**config.mk**
```make
export PLATFORM = sky130hd
export DESIGN_NAME = fixed_signed_cast_skid_flat
export DESIGN_NICKNAME = d
export VERILOG_FILES = /design/src/rtl/fixed_signed_cast_skid_if.sv /design/src/rtl/fixed_signed_cast_skid.sv /design/src/flat_wrapper.sv
export SDC_FILE = /design/constraint.sdc
export NUM_CORES = 1
export LEC_CHECK = 0
export ABC_AREA = 1
export CAP_MARGIN = 20
export CORE_ASPECT_RATIO = 0.9
export CORE_MARGIN = 5
export CORE_UTILIZATION = 45
export DETAILED_ROUTE_END_ITERATION = 12
export PLACE_DENSITY = 0.78
export SETUP_SLACK_MARGIN = 0.02
export SLEW_MARGIN = 40
export SYNTH_ARGS = -nofsm -noshare
export SYNTH_HDL_FRONTEND = slang
export SYNTH_SLANG_ARGS = --single-unit
```
**constraint.sdc**
```tcl
create_clock -name clk -period 1.9 [get_ports clk]
set_clock_uncertainty 0.05 [all_clocks]
set_input_delay 0.38 -clock clk [delete_from_list [all_inputs] [get_ports clk]]
set_output_delay 0.38 -clock clk [all_outputs]
set_load 0.05 [all_outputs]
```
**src/rtl/fixed_signed_cast_skid_if.sv**
```systemverilog
// Handshake bundle for the fixed-point cast skid stage: upstream value in, cast value out.
// The DUT uses the slave modport; the producer/consumer side uses master.
interface fixed_signed_cast_skid_if #(
  parameter int IN_WIDTH  = 8,
  parameter int OUT_WIDTH = 8
) ();
  logic [IN_WIDTH-1:0]  data_in;
  logic                 data_in_valid;
  logic                 data_in_ready;
  logic [OUT_WIDTH-1:0] data_out;
  logic                 data_out_valid;
  logic                 data_out_ready;

  modport master (
    output data_in, data_in_valid, data_out_ready,
    input  data_in_ready, data_out, data_out_valid
  );

  modport slave (
    input  data_in, data_in_valid, data_out_ready,
    output data_in_ready, data_out, data_out_valid
  );
endinterface

```
**src/rtl/fixed_signed_cast_skid.sv**
```systemverilog
// Purpose: signed fixed-point width/fraction cast (floor or round-half-up, saturating) into a 2-entry skid buffer.
// Latency: 1 cycle from input transfer to data_out; full throughput with data_out_ready held high.
// Backpressure: holds up to 2 results; data_in_ready is a register that falls only when the skid entry fills.
module fixed_signed_cast_skid #(
  parameter int IN_WIDTH       = 8,
  parameter int IN_FRAC_WIDTH  = 4,
  parameter int OUT_WIDTH      = 8,
  parameter int OUT_FRAC_WIDTH = 4,
  parameter bit SYMMETRIC      = 1'b0,
  parameter bit ROUND_FLOOR    = 1'b1
) (
  input logic                    clk,
  input logic                    rst,
  fixed_signed_cast_skid_if.slave io
);

  localparam int SHL  = (OUT_FRAC_WIDTH >= IN_FRAC_WIDTH) ? (OUT_FRAC_WIDTH - IN_FRAC_WIDTH) : 0;
  localparam int SHR  = (IN_FRAC_WIDTH > OUT_FRAC_WIDTH) ? (IN_FRAC_WIDTH - OUT_FRAC_WIDTH) : 0;
  localparam int WMAX = (IN_WIDTH > OUT_WIDTH) ? IN_WIDTH : OUT_WIDTH;
  localparam int W    = WMAX + SHL + SHR + 2;

  localparam logic signed [W-1:0] ONE  = W'(1);
  localparam logic signed [W-1:0] MAXV = (ONE <<< (OUT_WIDTH - 1)) - ONE;
  localparam logic signed [W-1:0] MINV = SYMMETRIC ? -MAXV : (-MAXV - ONE);
  // Half an output LSB, only when rounding and bits are actually dropped.
  localparam logic signed [W-1:0] RND  = (!ROUND_FLOOR) ? ((ONE << SHR) >> 1) : '0;

  logic signed [W-1:0]  ext;
  logic signed [W-1:0]  shifted;
  logic [OUT_WIDTH-1:0] cast_dat;

  always_comb begin
    ext      = {{(W-IN_WIDTH){io.data_in[IN_WIDTH-1]}}, io.data_in};
    shifted  = ((ext + RND) <<< SHL) >>> SHR;
    cast_dat = shifted[OUT_WIDTH-1:0];
    if (shifted > MAXV) begin
      cast_dat = MAXV[OUT_WIDTH-1:0];
    end else if (shifted < MINV) begin
      cast_dat = MINV[OUT_WIDTH-1:0];
    end
  end

  logic                 main_vld;
  logic [OUT_WIDTH-1:0] main_dat;
  logic                 skid_vld;
  logic [OUT_WIDTH-1:0] skid_dat;
  logic                 in_rdy_q;
  logic                 in_xfer;
  logic                 out_xfer;

  assign in_xfer  = io.data_in_valid & in_rdy_q;
  assign out_xfer = main_vld & io.data_out_ready;

  always_ff @(posedge clk) begin
    if (rst) begin
      main_vld <= 1'b0;
      main_dat <= '0;
      skid_vld <= 1'b0;
      skid_dat <= '0;
      in_rdy_q <= 1'b1;
    end else if (out_xfer) begin
      if (skid_vld) begin
        // in_rdy_q is low here, so no input can arrive in the same cycle.
        main_dat <= skid_dat;
        skid_vld <= 1'b0;
        in_rdy_q <= 1'b1;
      end else if (in_xfer) begin
        main_dat <= cast_dat;
      end else begin
        main_vld <= 1'b0;
      end
    end else if (in_xfer) begin
      if (!main_vld) begin
        main_dat <= cast_dat;
        main_vld <= 1'b1;
      end else begin
        skid_dat <= cast_dat;
        skid_vld <= 1'b1;
        in_rdy_q <= 1'b0;
      end
    end
  end

  assign io.data_in_ready  = in_rdy_q;
  assign io.data_out       = main_dat;
  assign io.data_out_valid = main_vld;

endmodule

```
**src/flat_wrapper.sv**
```systemverilog
// flat-port wrapper written by rule: the top's interface ports become plain ports
module fixed_signed_cast_skid_flat 
#(
  parameter int IN_WIDTH       = 8,
  parameter int IN_FRAC_WIDTH  = 4,
  parameter int OUT_WIDTH      = 8,
  parameter int OUT_FRAC_WIDTH = 4,
  parameter bit SYMMETRIC      = 1'b0,
  parameter bit ROUND_FLOOR    = 1'b1
)
  (clk, rst, io_data_in, io_data_in_valid, io_data_out_ready, io_data_in_ready, io_data_out, io_data_out_valid);
  fixed_signed_cast_skid_if #(.IN_WIDTH(IN_WIDTH), .OUT_WIDTH(OUT_WIDTH)) io_i ();
  input logic clk;
  input logic rst;
  input wire logic [$bits(io_i.data_in)-1:0] io_data_in;
  input wire logic [$bits(io_i.data_in_valid)-1:0] io_data_in_valid;
  input wire logic [$bits(io_i.data_out_ready)-1:0] io_data_out_ready;
  output wire logic [$bits(io_i.data_in_ready)-1:0] io_data_in_ready;
  output wire logic [$bits(io_i.data_out)-1:0] io_data_out;
  output wire logic [$bits(io_i.data_out_valid)-1:0] io_data_out_valid;
  assign io_i.data_in = io_data_in;
  assign io_i.data_in_valid = io_data_in_valid;
  assign io_i.data_out_ready = io_data_out_ready;
  assign io_data_in_ready = io_i.data_in_ready;
  assign io_data_out = io_i.data_out;
  assign io_data_out_valid = io_i.data_out_valid;
  fixed_signed_cast_skid #(.IN_WIDTH(IN_WIDTH), .IN_FRAC_WIDTH(IN_FRAC_WIDTH), .OUT_WIDTH(OUT_WIDTH), .OUT_FRAC_WIDTH(OUT_FRAC_WIDTH), .SYMMETRIC(SYMMETRIC), .ROUND_FLOOR(ROUND_FLOOR)) u_core (.clk(clk), .rst(rst), .io(io_i));
endmodule
```
# Yosys cells after proc, flatten, opt, wreduce, memory -nomap -nowiden
# Index checks and enable logic that the tools add are counted.
totals:
  register_bits: 19
  latch_bits: 0
  mem_bits_rw: 0
  mem_bits_ro: 0
  in_bits: 12
  output_inout_bits: 10
  word_cells: 38
  memories: 0
classes:
  add_sub_neg: 0
  multipliers: 0
  n_div: 0
  order_cmp: 2
  n_eq_ne: 4
  shifts: 0
  muxes: 15
  bitwise: 3
  reduce_logical: 9
ops:
  columns: ["op", "count"]
  rows:
  - ["8-bit 2-to-1 mux", 7]
  - ["3-bit AND reduction", 4]
  - ["8-bit > comparator (second input constant)", 1]
  - ["8-bit < comparator (second input constant)", 1]
  - ["1-bit 2-to-1 mux", 8]
  - ["2-bit inequality test (second input constant)", 3]
  - ["2-bit nonzero test", 3]
  - ["1-bit AND", 2]
  - ["2-bit by 1-bit inequality test with 1-bit output (second input constant)", 1]
  - ["2-bit AND reduction", 1]
  - ["2-bit OR reduction", 1]
  - ["1-bit NOT", 1]

# Longest topological paths before layout
# Gate-level depths: netlist of the first run.
depth:
  depth_word: 6
  mapped_depth: 7
  mapped_depth_nobuf: 6

# Least setup slack after synthesis of the first run
# OpenSTA, ideal clock, no wires.
synth_path:
  path_type: "flip-flop to flip-flop"
  from: "register u_core.main_vld, in the netlist u_core.io.data_out_valid"
  to: "register u_core.skid_dat[6]"
  setup_time_ns: 0.113
  t_arrival_ns: 1.349
  required_ns: 1.737
  setup_slack_ns: 0.388
  path_stages_with_launch: 7
  n_path_buf: 1
  period_less_slack_ns: 1.512
  cell_sequence: "dfxtp_1 nand3_2 nor2_4 buf_4 nand2_1 nand2_1 nor2_1"
synth_via:
  elab_chain_len: 3
synth_lines:
  columns: ["item", "line", "source"]
  rows:
  - ["start: declaration", "fixed_signed_cast_skid.sv:43", "logic main_vld;"]
  - ["start signal: assignment", "fixed_signed_cast_skid.sv:56", "main_vld <= 1'b0;"]
  - ["start signal: assignment", "fixed_signed_cast_skid.sv:70", "main_vld <= 1'b0;"]
  - ["start signal: assignment", "fixed_signed_cast_skid.sv:75", "main_vld <= 1'b1;"]
  - ["1-bit AND", "fixed_signed_cast_skid.sv:52", "assign out_xfer = main_vld & io.data_out_ready;"]
  - ["1-bit NOT (no line)", null, null]
  - ["3-bit AND reduction (no line) *", null, null]
  - ["end signal: assignment", "fixed_signed_cast_skid.sv:77", "skid_dat <= cast_dat;"]
  - ["end: declaration", "fixed_signed_cast_skid.sv:46", "logic [OUT_WIDTH-1:0] skid_dat;"]
# Every way passes the cells marked *; elsewhere a longest branch is shown, timed or not.
# A chain may end at the register's enable or synchronous reset.

# Worst setup path in the final report of the first run
layout_path:
  from: "input port io_data_out_ready"
  to: "register u_core.main_dat[4], in the netlist u_core.io.data_out[4]"
layout_via:
  elab_chain_len: 3
  elab_cells_between_ends: 5
  cone_classes: "1 x eq/ne; 1 x mux; 1 x bitwise; 2 x reduce/logical"
layout_lines:
  columns: ["item", "line", "source"]
  rows:
  - ["start: declaration", "flat_wrapper.sv:17", "input wire logic [$bits(io_i.data_out_ready)-1:0] io_data_out_ready;"]
  - ["1-bit AND *", "fixed_signed_cast_skid.sv:52", null]
  - ["2-bit inequality test (no line) or 2-bit nonzero test (tied branches)", null, null]
  - ["3-bit AND reduction (no line)", null, null]
  - ["end signal: assignment", "fixed_signed_cast_skid.sv:64", "main_dat <= skid_dat;"]
  - ["end signal: assignment", "fixed_signed_cast_skid.sv:68", "main_dat <= cast_dat;"]
  - ["end signal: assignment", "fixed_signed_cast_skid.sv:74", "main_dat <= cast_dat;"]
  - ["end: declaration", "fixed_signed_cast_skid.sv:44", "logic [OUT_WIDTH-1:0] main_dat;"]
# Marks and branches as above.

==> flow_metrics.env, run 1 <==
export IMPL_cp_required_ns=2.06
export IMPL_cts_made_buffers=3
export IMPL_hpwl_mm=1.33
export IMPL_crit_end="u_core.io.data_out[4]$_SDFFE_PP0P_"
export IMPL_maxCapViolations=0
export IMPL_clock_power_share_pct=22.3
export IMPL_cts_root_buf="clkbuf_4"
export IMPL_grt_overflow=0
export IMPL_p_seq_share_pct=49.9
export IMPL_die_height_um=53.4
export IMPL_outcome="finished clean"
export IMPL_synth_nets=157
export IMPL_drcViolationCount=0
export IMPL_path_class="in2reg"
export IMPL_synth_top_area_cell="dfxtp_1"
export IMPL_hold_path_class="reg2reg"
export IMPL_routabilityCongestion=0.733
export IMPL_num_antenna_cells=0
export IMPL_tns_ns=0
export IMPL_powerDensity_mw_per_mm2=767
export IMPL_max_slew_margin_pct=72.6
export IMPL_cp_start_kind="primary input"
export IMPL_crit_start="io_data_out_ready"
export IMPL_power_frac_comb_pct=27.8
export IMPL_final_antenna_net_count=0
export IMPL_max_freq_mhz=694
export IMPL_clock_path_buffers=2
export IMPL_postCtsSetupRepairBufs=0
export IMPL_r2r_start="u_core.io.data_out_valid$_SDFFE_PP0P_"
export IMPL_r2r_end="u_core.io.data_out[4]$_SDFFE_PP0P_"
export IMPL_worst_r2r_cell_count=6
export IMPL_yosysMostFrequentCell="nand2_1"
export IMPL_r2r_setup_slack_ns=0.61
export IMPL_antenna_found_initial=0
export IMPL_synth_area_leaders="dfxtp_1 (40%), nand2_1 (21%), nor2_1 (13%), inv_1 (6.8%), nand4_1 (5.3%)"
export IMPL_ys_types=19
export IMPL_tightest_slew_ns=0.410
export IMPL_drt_total_wl_mm=1.76
export IMPL_swShare_pct=33.5
export IMPL_setup_ws_ns=0.458
export IMPL_finalHoldViolations=0
export IMPL_syn2layout_area_growth_pct=24.7
export IMPL_grt_pass1_vias=669
export IMPL_synthCells=145
export IMPL_first_iter_violations=17
export IMPL_clkSinkCount=19
export IMPL_synth_top_area_share_pct=40.3
export IMPL_rsz0062_at_grt="no"
export IMPL_crit_arrival_ns=1.60
export IMPL_peakVddDrop_v=0.000548
export IMPL_cp_max_fo=16
export IMPL_power_leakage_nw=0.584
export IMPL_p_sw_w=0.000303
export IMPL_async_flop_share_pct=0
export IMPL_cts_tree="done"
export IMPL_wl_per_cell_um=9.18
export IMPL_initial_core_util_pct=48.3
export IMPL_cts_hold_buf=0
export IMPL_synth_ff_type="dfxtp_1"
export IMPL_ys_seq_elements=19
export IMPL_port_buffers=21
export IMPL_yosys_warnings=0
export IMPL_netlist_area_um2=943
export IMPL_rows=15
export IMPL_core_mm2=0.00195
export IMPL_crit_path_end_kind="flop"
export IMPL_drt_pre_antenna_iters=4
export IMPL_grt_pass1_wl_mm=2.79
export IMPL_setup_viol_count_final=0
export IMPL_die_w_um=58.3
export IMPL_avgSynthCellArea_um2=6.51
export IMPL_maxSlewViolCount=0
export IMPL_vias_per_cell=4.47
export IMPL_insertion_delay_ns=0.30
export IMPL_synth_edff_count=0
export IMPL_ctsResizeCount=0
export IMPL_dieArea_mm2=0.00311
export IMPL_path_clk_slew_ns=0.10
export IMPL_p_int_w=0.000600
export IMPL_drive_gt1_share_pct=13.8
export IMPL_track_usage_pct=12.0
export IMPL_finalCritPeriodShare_pct=75.9
export IMPL_ys_seq_area_share_pct=40.3
export IMPL_synthTopCellsByCount="nand2_1 (52), nor2_1 (32), dfxtp_1 (19)"
export IMPL_cts_htree_levels=1
export IMPL_fin_nets=180
export IMPL_min_period_ns=1.44
export IMPL_vias=859
export IMPL_io_pins=22
export IMPL_pre_cts_slack_ns=0.124
export IMPL_grt_max_degree=19
-- critical path, stage by stage --
cell and delay, ns:
clkdlybuf4s50_1 0.67, nand2_1 0.14, nand2_2 0.11, nand2_4 0.12, nor2_1 0.14, nor2_1 0.05
-- cells by family after synthesis --
group,share of synthesized area [%]
AND/OR/NAND/NOR,45.9
flip-flops,40.3
AO/OA/AOI/OAI,1.72
buffers and inverters,12.1
-- layer usage --
layer / vias up / wire length [µm] / global-route usage [%]
li1: 482 / - / -
met1: 343 / 851 / 15.4
met2: 30 / 722 / 17.5
met3: 4 / 166 / 5.37
met4: 0 / 21 / 4.63
met5: - / 0 / 0
-- placed cells by master, fill, tap and decap left out, drive strengths merged --
cell	netlist	routed
nand2	55	55
nor2	33	33
dfxtp	19	19
inv	17	17
buf	5	13
clkdlybuf4s50	0	11
nand4	8	8
clkbuf	1	3
nand3	3	3
clkinv	1	2
o21ai	1	1
a21oi	1	1
a31oi	1	1
-- cell type report --
class / count / area (µm²)
fillers: 207 / 776
multi-input cells: 102 / 449
flip-flops and latches: 19 / 380
repair buffers: 24 / 220
inverters: 18 / 67.6
well taps: 25 / 31.3
clock buffers: 3 / 22.5
clock inverters: 1 / 5.00
-- registers in the layout, indices dropped and copies added, names as in the netlist --
| register | count |
|---|---|
| u_core.io.data_out | 8 |
| u_core.skid_dat | 8 |
| u_core.io.data_in_ready | 1 |
| u_core.io.data_out_valid | 1 |
| u_core.skid_vld | 1 |
-- through the flow --
stage               area (µm²)  hold WS [ns]  utilization [%]  std cells  total power (W)
CTS                       1180         0.448             60.3        192         0.000917
global placement          1150         0.412             58.8        188         0.000708
finish                    1180         0.447             60.3        192         0.000902
floorplan                  943         0.399                -        145         0.000635
global route              1180         0.473             60.3        192         0.000960
detailed placement        1150         0.427             58.8        188         0.000712
-- power by group through the flow --
stage	registers, W	clock network [W]	logic (W)
6_report	0.000450	0.000201	0.000251
2_1_floorplan	0.000524	0	0.000112
4_1_cts	0.000450	0.000214	0.000253
3_3_place_gp	0.000458	0	0.000250
3_5_place_dp	0.000459	0	0.000253
5_1_grt	0.000455	0.000233	0.000273
-- worst min path at each step --
stage / cells after the start / from / slack [ns] / to
5_1_grt: 2 / u_core.skid_dat[5]$_SDFFE_PP0P_ / 0.47 / u_core.skid_dat[5]$_SDFFE_PP0P_
4_1_cts: 2 / u_core.skid_dat[3]$_SDFFE_PP0P_ / 0.45 / u_core.skid_dat[3]$_SDFFE_PP0P_
6_report: 2 / u_core.skid_dat[5]$_SDFFE_PP0P_ / 0.45 / u_core.skid_dat[5]$_SDFFE_PP0P_
2_1_floorplan: 1 / rst / 0.40 / u_core.io.data_out_valid$_SDFFE_PP0P_
3_3_place_gp: 2 / u_core.skid_dat[0]$_SDFFE_PP0P_ / 0.41 / u_core.skid_dat[0]$_SDFFE_PP0P_
3_5_place_dp: 2 / u_core.skid_dat[6]$_SDFFE_PP0P_ / 0.43 / u_core.skid_dat[6]$_SDFFE_PP0P_
(Power assumes the default switching activity.)
==> inputs of run 2 (changes only) <==
Clock period 1.9 ns to 1.4 ns, I/O delays scaled along.
==> run 2 against run 1 <==
Net effect: combinational power is 68% higher; clock power is 34% higher; via count rose by 6.1%; critical path depth down 5; final cell count grew 2.6%; core utilization is 8.4 points higher; non-clock buffer count increased by 5; register-to-register slack worse by 0.38 ns; sequential cell count is the same; highest routed layer unchanged; largest cell class unchanged; sequential power rose by 39%; largest power group unchanged.
==> flow_metrics.env, run 2 (same netlist as run 1, synthesis figures left out) <==
export IMPL_clock_path_buffers=2
export IMPL_critPathBufInv=1
export IMPL_multi_input_area_um2=449
export IMPL_p_seq_share_pct=47.5
export IMPL_cp_start_kind="flop"
export IMPL_port_buffers=21
export IMPL_rsz0062_at_grt="no"
export IMPL_setup_ws_ns=0.156
export IMPL_cts_root_buf="clkbuf_4"
export IMPL_cts_hold_buf=0
export IMPL_regArea_um2=383
export IMPL_drcViolationCount=0
export IMPL_postCtsSetupRepairBufs=0
export IMPL_clock_power_share_pct=20.5
export IMPL_pre_cts_slack_ns=-0.120
export IMPL_path_class="reg2out"
export IMPL_power_frac_comb_pct=32.0
export IMPL_finalHoldViolations=0
export IMPL_min_period_ns=1.24
export IMPL_hpwl_mm=1.70
export IMPL_nFillCells=170
export IMPL_drt_pre_antenna_iters=5
export IMPL_first_iter_violations=24
export IMPL_power_leakage_nw=0.642
export IMPL_finalCritPeriodShare_pct=88.9
export IMPL_dieArea_mm2=0.00311
export IMPL_wl_per_cell_um=10.5
export IMPL_peakVddDrop_v=0.000685
export IMPL_vias_per_cell=4.62
export IMPL_vias=911
export IMPL_rows=15
export IMPL_crit_path_cell_trace="buf_12"
export IMPL_cts_htree_levels=1
export IMPL_cp_max_fo=7
export IMPL_p_int_w=0.000890
export IMPL_die_w_um=58.3
export IMPL_crit_arrival_ns=0.91
export IMPL_syn2layout_area_growth_pct=42.0
export IMPL_final_antenna_net_count=0
export IMPL_drive_gt1_share_pct=16.9
export IMPL_crit_family="flip-flops"
export IMPL_swShare_pct=32.4
export IMPL_p_sw_w=0.000426
export IMPL_outcome="finished clean"
export IMPL_num_antenna_cells=0
export IMPL_max_freq_mhz=804
export IMPL_final_cell_mix="nand2_1 (52), nor2_1 (32), inv_1 (17), dfxtp_1 (17)"
export IMPL_hold_path_class="reg2reg"
export IMPL_path_clk_slew_ns=0.10
export IMPL_track_usage_pct=15.4
export IMPL_setup_viol_count_final=0
export IMPL_antenna_found_initial=0
export IMPL_tightest_slew_ns=0.209
export IMPL_core_mm2=0.00195
export IMPL_initial_core_util_pct=48.3
export IMPL_cts_made_buffers=3
export IMPL_cp_required_ns=1.07
export IMPL_grt_pass1_vias=892
export IMPL_fin_nets=185
export IMPL_io_pins=22
export IMPL_grt_max_degree=17
export IMPL_grt_overflow=0
export IMPL_drt_total_wl_mm=2.08
export IMPL_routabilityCongestion=0.770
export IMPL_clkSinkCount=19
export IMPL_fin_util_pct=68.7
export IMPL_maxCapViolations=0
export IMPL_grt_pass1_wl_mm=3.61
export IMPL_ctsResizeCount=0
export IMPL_maxSlewViolCount=0
export IMPL_max_slew_margin_pct=86.1
export IMPL_crit_path_end_kind="output port"
export IMPL_powerDensity_mw_per_mm2=982
export IMPL_insertion_delay_ns=0.29
export IMPL_die_height_um=53.4
export IMPL_slowest_stage="dfxtp_2"
export IMPL_slowest_delay_ns=0.46
export IMPL_cts_tree="done"
export IMPL_final_common_cell="nand2_1"
[run 2: changes by cell type in the layout (fill, tap and decap cells not counted)]
cell	change
buf_12	+10
buf_4	-5
clkbuf_1	+1
clkinv_2	-1
dfxtp_1	-2
dfxtp_2	+2
[run 2: layout make-up]
| type | count | share of cell area, % |
|---|---|---|
| clock buffer | 4 | 1.96 |
| sequential | 19 | 28.6 |
| timing repair buffer | 29 | 28.6 |
| inverter | 18 | 5.04 |
| multi-input combinational | 102 | 33.5 |
| tap | 25 | 2.33 |
[run 2: worst paths after layout]
path,startpoint,cells past startpoint,endpoint,slack [ns]
hold / removal,u_core.skid_dat[0]$_SDFFE_PP0P_,2,u_core.skid_dat[0]$_SDFFE_PP0P_,0.45
setup / recovery,u_core.io.data_out_valid$_SDFFE_PP0P_,1,io_data_out_valid,0.16
hold reg to reg,u_core.skid_dat[0]$_SDFFE_PP0P_,2,u_core.skid_dat[0]$_SDFFE_PP0P_,0.45
setup reg to reg,u_core.io.data_out_valid$_SDFFE_PP0P_,6,u_core.io.data_out[7]$_SDFFE_PP0P_,0.23
[run 2: metal layers]
metal	vias to the layer above	GRT usage (%)	routed length, µm
li1	488	-	-
met1	384	17.2	925
met2	33	28.1	996
met3	6	3.41	119
met4	0	6.56	37
met5	-	0	0
[run 2: through the flow]
| step | cell area (µm²) | hold WS, ns | total power [W] | setup TNS (ns) | cells |
|---|---|---|---|---|---|
| floorplan | 946 | 0.292 | 0.000863 | 0 | 145 |
| global placement | 1310 | 0.415 | 0.00105 | -0.785 | 193 |
| detailed placement | 1310 | 0.425 | 0.00106 | -1.29 | 193 |
| CTS | 1340 | 0.450 | 0.00132 | 0 | 197 |
| global route | 1340 | 0.481 | 0.00139 | 0 | 197 |
| finish | 1340 | 0.452 | 0.00132 | 0 | 197 |
[run 2: power by group through the flow]
stage	clock, W	sequential (W)	combinational [W]
3_5_place_dp	0	0.000639	0.000423
3_3_place_gp	0	0.000636	0.000412
2_1_floorplan	0	0.000712	0.000152
4_1_cts	0.000274	0.000626	0.000424
6_report	0.000270	0.000626	0.000421
5_1_grt	0.000307	0.000631	0.000455
==> inputs of run 3 (changes only) <==
Settings changed: CAP_MARGIN 20 to 15.
==> results of run 3 <==
No change in the layout: final DEF, timing and power equal those of run 2.
